File: src/rtl/core_run_pkg.sv
// Shared types and parameter defaults for the core run sequencer.
package core_run_pkg;

  localparam int NUM_CORES_DEF  = 2;
  localparam int RST_CYCLES_DEF = 2;
  localparam int CNT_W_DEF      = 32;
  localparam int TIMEOUT_DEF    = 100000;

  // Sequencer phases: idle, holding cores in reset, executing, finished, watchdog expired.
  typedef enum logic [2:0] {
    ST_IDLE  = 3'd0,
    ST_RESET = 3'd1,
    ST_RUN   = 3'd2,
    ST_DONE  = 3'd3,
    ST_TMO   = 3'd4
  } core_run_state_e;

endpackage

File: src/rtl/core_run_ctrl_if.sv
// Control/status bundle between the sequencer and its run-cycle counter.
// Handshake: there is no valid/ready pair here; clear and enable are level
// controls sampled on every rising edge (clear wins over enable), and count
// is the registered counter value, valid every cycle.
interface core_run_ctrl_if
  import core_run_pkg::*;
#(
  parameter int CNT_W = CNT_W_DEF
) ();

  logic             clear;
  logic             enable;
  logic             saturate;
  logic [CNT_W-1:0] count;

  modport master (output clear, output enable, output saturate, input count);
  modport slave  (input clear, input enable, input saturate, output count);

endinterface

File: src/rtl/run_cycle_counter.sv
// Cycle counter with synchronous clear and optional saturation at all-ones.
module run_cycle_counter
  import core_run_pkg::*;
#(
  parameter int CNT_W = CNT_W_DEF
) (
  input  logic            clk_i,
  input  logic            rst_ni,
  core_run_ctrl_if.slave  cnt_if
);

  logic [CNT_W-1:0] count_q;
  logic [CNT_W-1:0] count_d;

  // Next count: clear has priority; when saturating, hold at all-ones.
  always_comb begin
    count_d = count_q;
    if (cnt_if.clear) begin
      count_d = '0;
    end else if (cnt_if.enable) begin
      if (!(cnt_if.saturate && (&count_q))) begin
        count_d = count_q + 1'b1;
      end
    end
  end

  // Count register.
  always_ff @(posedge clk_i or negedge rst_ni) begin
    if (!rst_ni) begin
      count_q <= '0;
    end else begin
      count_q <= count_d;
    end
  end

  assign cnt_if.count = count_q;

endmodule

File: src/rtl/core_run_ctrl.sv
// Sequences a group of CPU cores through reset, run and halt/timeout completion.
module core_run_ctrl
  import core_run_pkg::*;
#(
  parameter int NUM_CORES  = NUM_CORES_DEF,
  parameter int RST_CYCLES = RST_CYCLES_DEF,
  parameter int CNT_W      = CNT_W_DEF,
  parameter int TIMEOUT    = TIMEOUT_DEF
) (
  input  logic                 Clk,
  input  logic                 Reset,
  input  logic                 start,
  input  logic [NUM_CORES-1:0] halt,
  output logic [NUM_CORES-1:0] core_rst,
  output logic                 run,
  output logic [NUM_CORES-1:0] halted,
  output logic [CNT_W-1:0]     cycle_cnt,
  output logic                 done,
  output logic                 timeout,
  output core_run_state_e      dbg_state
);

  if (RST_CYCLES < 1 || RST_CYCLES > 255) begin : g_bad_rst_cycles
    $error("core_run_ctrl: RST_CYCLES must be in 1..255");
  end
  if (NUM_CORES < 1 || NUM_CORES > 8) begin : g_bad_num_cores
    $error("core_run_ctrl: NUM_CORES must be in 1..8");
  end

  // A limit the counter cannot represent can never be reached, so it disables the watchdog.
  localparam bit               TMO_EN  = (TIMEOUT != 0) && ($clog2(TIMEOUT) <= CNT_W);
  localparam logic [CNT_W-1:0] TMO_CNT = CNT_W'(TIMEOUT - 1);
  localparam logic [7:0]       RST_END = 8'(RST_CYCLES - 1);

  core_run_state_e      state_q, state_d;
  logic [7:0]           rst_cnt_q, rst_cnt_d;
  logic [NUM_CORES-1:0] halted_q, halted_d;
  logic [NUM_CORES-1:0] core_rst_q, core_rst_d;
  logic                 run_q, run_d;
  logic                 done_q, done_d;
  logic                 tmo_q, tmo_d;
  logic                 start_acc;
  logic                 all_halted;
  logic                 tmo_hit;

  core_run_ctrl_if #(.CNT_W(CNT_W)) cnt_if ();

  // start is only honoured while no run is in progress.
  assign start_acc  = start && (state_q == ST_IDLE || state_q == ST_DONE || state_q == ST_TMO);
  assign all_halted = &(halted_q | halt);
  assign tmo_hit    = TMO_EN && (cnt_if.count == TMO_CNT);

  assign cnt_if.clear    = start_acc;
  assign cnt_if.enable   = (state_q == ST_RUN);
  assign cnt_if.saturate = 1'b1;

  run_cycle_counter #(.CNT_W(CNT_W)) u_cnt (
    .clk_i  (Clk),
    .rst_ni (Reset),
    .cnt_if (cnt_if.slave)
  );

  // State register.
  always_ff @(posedge Clk or negedge Reset) begin
    if (!Reset) begin
      state_q <= ST_IDLE;
    end else begin
      state_q <= state_d;
    end
  end

  // Next-state logic; completion outranks the watchdog in the same cycle.
  always_comb begin
    state_d = state_q;
    case (state_q)
      ST_IDLE:  if (start) state_d = ST_RESET;
      ST_RESET: if (rst_cnt_q == RST_END) state_d = ST_RUN;
      ST_RUN: begin
        if (all_halted)   state_d = ST_DONE;
        else if (tmo_hit) state_d = ST_TMO;
      end
      ST_DONE:  if (start) state_d = ST_RESET;
      ST_TMO:   if (start) state_d = ST_RESET;
      default:  state_d = ST_IDLE;
    endcase
  end

  // Output decode from the next state, so the registered outputs track the state register.
  always_comb begin
    core_rst_d = (state_d == ST_RUN) ? '0 : '1;
    run_d      = (state_d == ST_RUN);
    done_d     = (state_d == ST_DONE);
    tmo_d      = (state_d == ST_TMO);
  end

  // Reset-hold counter and sticky halt record next values.
  always_comb begin
    rst_cnt_d = (state_q == ST_RESET) ? rst_cnt_q + 8'd1 : 8'd0;
    halted_d  = halted_q;
    if (start_acc) begin
      halted_d = '0;
    end else if (state_q == ST_RUN) begin
      halted_d = halted_q | halt;
    end
  end

  // Datapath and output registers.
  always_ff @(posedge Clk or negedge Reset) begin
    if (!Reset) begin
      rst_cnt_q  <= 8'd0;
      halted_q   <= '0;
      core_rst_q <= '1;
      run_q      <= 1'b0;
      done_q     <= 1'b0;
      tmo_q      <= 1'b0;
    end else begin
      rst_cnt_q  <= rst_cnt_d;
      halted_q   <= halted_d;
      core_rst_q <= core_rst_d;
      run_q      <= run_d;
      done_q     <= done_d;
      tmo_q      <= tmo_d;
    end
  end

  assign core_rst  = core_rst_q;
  assign run       = run_q;
  assign halted    = halted_q;
  assign cycle_cnt = cnt_if.count;
  assign done      = done_q;
  assign timeout   = tmo_q;
  assign dbg_state = state_q;

endmodule

File: config.mk
export PLATFORM = sky130hd
export DESIGN_NAME = core_run_ctrl
export DESIGN_NICKNAME = d
export VERILOG_FILES = /design/src/rtl/core_run_pkg.sv /design/src/rtl/core_run_ctrl_if.sv /design/src/rtl/run_cycle_counter.sv /design/src/rtl/core_run_ctrl.sv
export SDC_FILE = /design/constraint.sdc
export NUM_CORES = 1
export LEC_CHECK = 0
export CAP_MARGIN = 25
export CORE_MARGIN = 2
export CORE_UTILIZATION = 50
export CTS_CLUSTER_SIZE = 24
export DETAILED_ROUTE_END_ITERATION = 8
export GPL_TIMING_DRIVEN = 0
export HOLD_SLACK_MARGIN = 0.03
export PLACE_DENSITY = 0.88
export REMOVE_ABC_BUFFERS = 1
export SYNTH_ARGS = -nofsm -noshare
export SYNTH_HDL_FRONTEND = slang
export SYNTH_HIERARCHICAL = 1
export SYNTH_SLANG_ARGS = --single-unit
export TNS_END_PERCENT = 1
File: constraint.sdc
create_clock -name Clk -period 4.5 [get_ports Clk]
set_input_delay 1.125 -clock Clk [delete_from_list [all_inputs] [get_ports Clk]]
set_output_delay 1.125 -clock Clk [all_outputs]
set_load 0.01 [all_outputs]
==> impl_results.md, run 1 <==
- Hold Buf Count CTS: 0
- Routed wire length per instance: roughly 16 um
- Routed via count: between 2000 and 2500
- Cell Area, Synth: 2660 um2
- Vias in the first global route: approximately 2200
- Clock tree buffer depth: 2
- GRT Util Overall: 21.2%
- Fin util: 64.2%
- Lkg Pwr: between 1 and 1.5 nW
- First-pass GRT wire length: ~10000 um
- Reg2Reg Depth: 6
- Skew final: around 3.4 ps
- Type of origin of the critical path: flop
- Async set-reset flop share out of synthesis: 100%
- Htree depth: 2
- CTS Root Buffer Type: clkbuf_8
- DR iter-0 viols: around 130
- Setup crit end kind: flop
- Hold Crit Class: reg2reg
- Period utilisation layout: approximately two thirds
- Postcts setup bufs: 0
- Sequential standard cell area: ~1200 um2
- Die ar.: about 5900 um2
- Slew Limit Fails: 0
- Gpl congestion: approximately 0.85
- Core Area: around 5100 um2
- Routed wire length: approximately 6100 um
- Clock buffer count from CTS: 5
- Clock Sinks: 49
- Layout cells sized above 1: under 10%
- Critical R2R Capture: u_cnt/cnt_if.count[18]
- Starting density of the core: 52.1%
- Cell taking the most area after synthesis: dfrtp_1
- Clock slew at reported path FFs: 80 ps
- Unrepaired setup endpoints after global routing: false
- Syn. warnings: 6
- Max Freq: 328 MHz
- Initial antenna violation count: 0
- Largest net degree at the start of global routing: 40
- Via density: a little under 6
- Worst-margin pin slew: between 800 and 900 ps
- Top cell type's share of synthesized area: between 40 and 50%
- PwrDens: 348 nW/um2
- Most frequent cells in the layout: dfrtp_1, clkdlybuf4s50_1, nor2_1, a21oi_1, nand2_1
- Worst hold stages: 1
- Ant diodes: 0
- Worst-path maximum fanout: 12
- Post-DP HPWL: 4250 um
- Syn Inst Count: approximately 280
- R2R setup slack: roughly 1500 ps
- Reg2reg start: dbg_state[1]
- Register area share after synthesis: between 40% and 50%
- Slew headroom: a little over two fifths
- VDD IR max: just over 0.0002 V
- Final ANT Viol Nets: 0
- I/O pin cnt: between 40 and 50
- Required time of the critical path: approximately 4700 ps
- Number of synthesized flops with an enable pin: 0
- MaxCap Viol Count: 0
- Status: complete, no violations
- HP Start: rst_cnt_q[0]
- Crit path time final: ~3000 ps
- Gr ovfl total: 0
- Seq cells post-synth: between 40 and 50
- Port bufs: 46
- Clk_lat worst skew: about 300 ps
- Setup Viol. Count Final: 0
- TNS Setup: 0 ps
- Die H: about 77 um
- Filler cell count: roughly 440
- Post_cts resized: 0
- CTS tree: yes
- Synth Area per Inst: 9.53 um2
- Top FF cell, synth: dfrtp_1
- Hold Violations, Final: 0
- Drt pass-1 iters: 4
- Most common cell after layout, fill and taps aside: dfrtp_1
- Crit path DAT: 3200 ps
- Crit path launch: dbg_state[1]
- Row count: 26
- Die width: 76.9 um
- Remaining routing DRC violations: 0
- Total Nets Final: around 330
- Yosys cell types: 56
- Synth top area cells: dfrtp_1, xnor2_1, nor2_1
- Worst Setup EP: u_cnt/cnt_if.count[18]
- Kind of critical path: reg2reg
- Syn-to-layout area delta: 23.3%
- Multi-input logic area: approximately 1400 um2
cell families after synthesis:
logic type	Yosys count	share of synthesized area, %
fa+ha+maj	3	1.41
compound gates	57	14.3
xor+xnor	18	5.93
simple gates	131	27.8
buf+inv	16	2.59
other cells	1	0.141
flops	49	46.1
mux	4	1.69
power breakdown:
group	switching, W	internal (W)
registers	0.0000517	0.000489
clock network	0.000139	0.000126
logic	0.000180	0.000158
total	0.000370	0.000773
worst min path at each step:
stage | to | slack (ps)
detailed placement | rst_cnt_q[0] | 490
CTS | rst_cnt_q[0] | 500
global route | rst_cnt_q[0] | 520
global placement | rst_cnt_q[0] | 470
finish | rst_cnt_q[0] | 500
floorplan | rst_cnt_q[0] | 460
registers in the layout (all words and copies together), names as in the netlist:
| name | flops |
|---|---|
| u_cnt/cnt_if.count | 32 |
| rst_cnt_q | 8 |
| dbg_state | 3 |
| halted | 2 |
| core_rst | 1 |
| done | 1 |
| run | 1 |
| timeout | 1 |
critical path, cell delays in order (launching register included):
cell	delay, ps
dfrtp_1	460
nor2b_1	250
nor2b_1	690
nand4_1	620
a2111oi_0	650
xnor2_1	180
nor2_1	60
cell type report:
class	instances	area share (%)
tap	70	2.67
inverter	2	0.229
multi-input combinational	214	42.0
clock buffer	8	2.75
sequential	49	37.4
timing repair buffer	49	15.0
Yosys cell counts, types with 3 or more instances:
| library cell | number |
|---|---|
| nand3_1 | 12 |
| o31ai_1 | 3 |
| a21oi_1 | 20 |
| dfrtp_1 | 48 |
| xnor2_1 | 16 |
| nor4_1 | 7 |
| nand2_1 | 18 |
| nor2_1 | 31 |
| clkbuf_1 | 9 |
| ha_1 | 3 |
| a211oi_1 | 4 |
| o21ai_0 | 10 |
| buf_2 | 4 |
| and3_1 | 5 |
| nand4_1 | 10 |
| nor3_1 | 6 |
| nor4b_1 | 4 |
| or4_1 | 4 |
| or3_1 | 8 |
| nor2b_1 | 9 |
| mux2_2 | 4 |
per-stage QoR:
step                      setup WS, ps  area (um2)  power [W]  instances  hold WS, ps
after CTS                         1510        3280    0.00115        392          504
after detailed placement          1450        3190   0.000888        384          493
after floorplan                   1510        2600   0.000731        265          460
after global placement             164        3150   0.000863        381          473
after global routing              1120        3280    0.00121        392          524
final                             1450        3280    0.00114        392          500
routing by layer:
layer  part of all wire [%]  track usage (%)  vias up
met5                      0                0        -
met4                    1.3             7.27        0
met3                    5.9             4.94        8
met2                     48             35.4       80
met1                     44             27.0     1125
li1                       -                -     1113
Power figures use the tool's default switching activity.
==> inputs of run 2 (changes only) <==
- CORE_UTILIZATION: 50 -> 48
- PLACE_DENSITY: 0.88 -> 0.89
- clock period: 4.5 -> 2.6 ns (I/O delays scaled with it)
==> run 2 against run 1 <==
Hold slack got worse by 310 ps. Sequential power rose by 74%. First-iteration DRC count rose by 57%. Maximum frequency rose by 26%. Critical endpoint is now u_cnt/cnt_if.count[27]. Largest cell class unchanged. Highest routed layer unchanged.
==> impl_results.md, run 2 (synthesis results as in run 1) <==
- Power Total: 0.00214 W (was 0.00114 W)
- Worst Path Buf+Inv: 0 (unchanged)
- Routed wire length: 6570 um (was 6150 um)
- Hold Violations, Final: 0 (unchanged)
- Gr ovfl total: 0 (unchanged)
- CTS tree: yes (unchanged)
- Clk_lat worst skew: 310 ps (was 300 ps)
- R2R setup slack: 180 ps (was 1450 ps)
- Gpl congestion: 0.824 (was 0.852)
- Die H: 78.4 um (was 76.9 um)
- Crit path time final: 2420 ps (was 3050 ps)
- Crit path cell chain: nor2b_2 > nor2b_4 > and3_1 > nand3_1 > a31o_2 > or4_1 > a21oi_1 (was nor2b_1 > nor2b_1 > nand4_1 > a2111oi_0 > xnor2_1 > nor2_1)
- Remaining routing DRC violations: 0 (unchanged)
- Layout cells sized above 1: 12.4% (was 8.70%)
- CP delay by family, top: simple AND/OR/NAND/NOR gates (unchanged)
- Critical R2R Capture: u_cnt/cnt_if.count[27] (was u_cnt/cnt_if.count[18])
- Ant diodes: 0 (unchanged)
- Syn-to-layout area delta: 27.3% (was 23.3%)
- Setup Viol. Count Final: 0 (unchanged)
- PwrDens: 633 nW/um2 (was 348 nW/um2)
- Hold Crit Class: in2async (was reg2reg)
- Lkg Pwr: 1.30 nW (was 1.25 nW)
- Slew headroom: 41.9% (was 41.8%)
- Total Nets Final: 337 (was 329)
- CP max stage cell: or4_1 (was nor2b_1)
- Most common cell after layout, fill and taps aside: dfrtp_1 (unchanged)
- Crit path launch: dbg_state[1] (unchanged)
- Core Area: 5440 um2 (was 5110 um2)
- Unrepaired setup endpoints after global routing: false (unchanged)
- Hold Buf Count CTS: 0 (unchanged)
- Skew final: 8.73 ps (was 3.44 ps)
- Crit path DAT: 2650 ps (was 3200 ps)
- Htree depth: 2 (unchanged)
- Reg2Reg Depth: 7 (was 6)
- Die width: 78.4 um (was 76.9 um)
- GRT Util Overall: 21.7% (was 21.2%)
- Via density: 6.12 (was 5.93)
- Required time of the critical path: 2830 ps (was 4660 ps)
- I/O pin cnt: 47 (unchanged)
- Vias in the first global route: 2303 (was 2239)
- Drt pass-1 iters: 5 (was 4)
- CTS Root Buffer Type: clkbuf_8 (unchanged)
- Max incr delay on CP: 530 ps (was 690 ps)
- Row count: 27 (was 26)
- Largest net degree at the start of global routing: 42 (was 40)
- MaxCap Viol Count: 0 (unchanged)
- Clock buffer count from CTS: 5 (unchanged)
- Post-DP HPWL: 4230 um (was 4250 um)
- Initial antenna violation count: 0 (unchanged)
- Clock Sinks: 49 (unchanged)
- Port bufs: 46 (unchanged)
- Final ANT Viol Nets: 0 (unchanged)
- Slew Limit Fails: 0 (unchanged)
- Worst-path maximum fanout: 21 (was 12)
- Starting density of the core: 48.9% (was 52.1%)
- First-pass GRT wire length: 10700 um (was 10300 um)
- Status: complete, no violations (unchanged)
- Most frequent cells in the layout: dfrtp_1, clkdlybuf4s50_1, nor2_1, a21oi_1, nand2_1 (unchanged)
- Setup crit end kind: flop (unchanged)
- DR iter-0 viols: 202 (was 129)
- Filler cell count: 436 (was 441)
- Period utilisation layout: 92.9% (was 67.8%)
- Routed wire length per instance: 16.3 um (was 15.7 um)
- Die ar.: 6150 um2 (was 5920 um2)
- TNS Setup: 0 ps (unchanged)
- Type of origin of the critical path: flop (unchanged)
- Worst-margin pin slew: 870 ps (about the same)
- Instance count on the critical path: 7 (was 6)
- Max reg flops: 32 (unchanged)
- Fin util: 62.3% (was 64.2%)
- Routed via count: 2459 (was 2326)
- Clock tree buffer depth: 2 (unchanged)
- Reg2reg start: dbg_state[1] (unchanged)
- VDD IR max: 0.000354 V (was 0.000206 V)
- Kind of critical path: reg2reg (unchanged)
- Hold_ws: 185 ps (was 500 ps)
- Clock slew at reported path FFs: 90 ps (was 80 ps)
- Max Freq: 414 MHz (was 328 MHz)
- Worst Setup EP: u_cnt/cnt_if.count[27] (was u_cnt/cnt_if.count[18])
==> run 2: changes by cell type in the layout (fill, tap and decap cells not counted), moves of 2 or more <==
cell      change
buf_4         +7
clkbuf_1      -2
nor2b_1       -2
nor2b_2       +2
==> run 2: area by class of cell <==
class | count | area, um2 | share of cell area, %
Sequential cell | 49 | 1230 | 36.3
Multi-Input combinational cell | 215 | 1400 | 41.3
Inverter | 2 | 7.51 | 0.222
Timing Repair Buffer | 56 | 543 | 16.0
Clock buffer | 6 | 82.6 | 2.44
Tap cell | 72 | 90.1 | 2.66
Clock inverter | 2 | 37.5 | 1.11
==> run 2: how the worst min path moves through the flow <==
stage | slack (ps) | to | cells after the start | start
detailed placement | 490 | rst_cnt_q[0] | 1 | rst_cnt_q[0]
global placement | 470 | rst_cnt_q[0] | 1 | rst_cnt_q[0]
floorplan | 350 | dbg_state[0] | 0 | Reset
finish | 190 | rst_cnt_q[5] | 1 | Reset
CTS | 190 | rst_cnt_q[5] | 1 | Reset
global route | 190 | rst_cnt_q[5] | 1 | Reset
==> run 2: routing by layer <==
layer	global-route usage, %	wire length [um]	vias up
met2	35.1	3230	122
met5	0	0	-
met3	3.56	504	11
li1	-	-	1129
met4	8.77	97	0
met1	29.1	2730	1197
==> run 2: what timing repair did <==
action,CTS,global route
setup buffers,3,4
gates resized for setup,3,2
pin swaps,1,0
gates cloned,0,1
setup endpoints to repair,24,5
==> run 2: through the flow <==
step | worst slack, ps | cells | cell area [um2]
2_1_floorplan | -82.9 | 265 | 2600
3_3_place_gp | -1210 | 383 | 3150
3_5_place_dp | -521 | 386 | 3190
4_1_cts | 57.9 | 397 | 3340
5_1_grt | 16.2 | 402 | 3390
6_report | 184 | 402 | 3390
==> run 2: where the power goes <==
| part | switching [W] | leakage [nW] | internal, W | total, W |
|---|---|---|---|---|
| registers | 0.0000951 | 0.670 | 0.000848 | 0.000943 |
| logic | 0.000319 | 0.574 | 0.000306 | 0.000625 |
| clock network | 0.000261 | 0.0574 | 0.000313 | 0.000574 |
| total | 0.000675 | 1.30 | 0.00147 | 0.00214 |
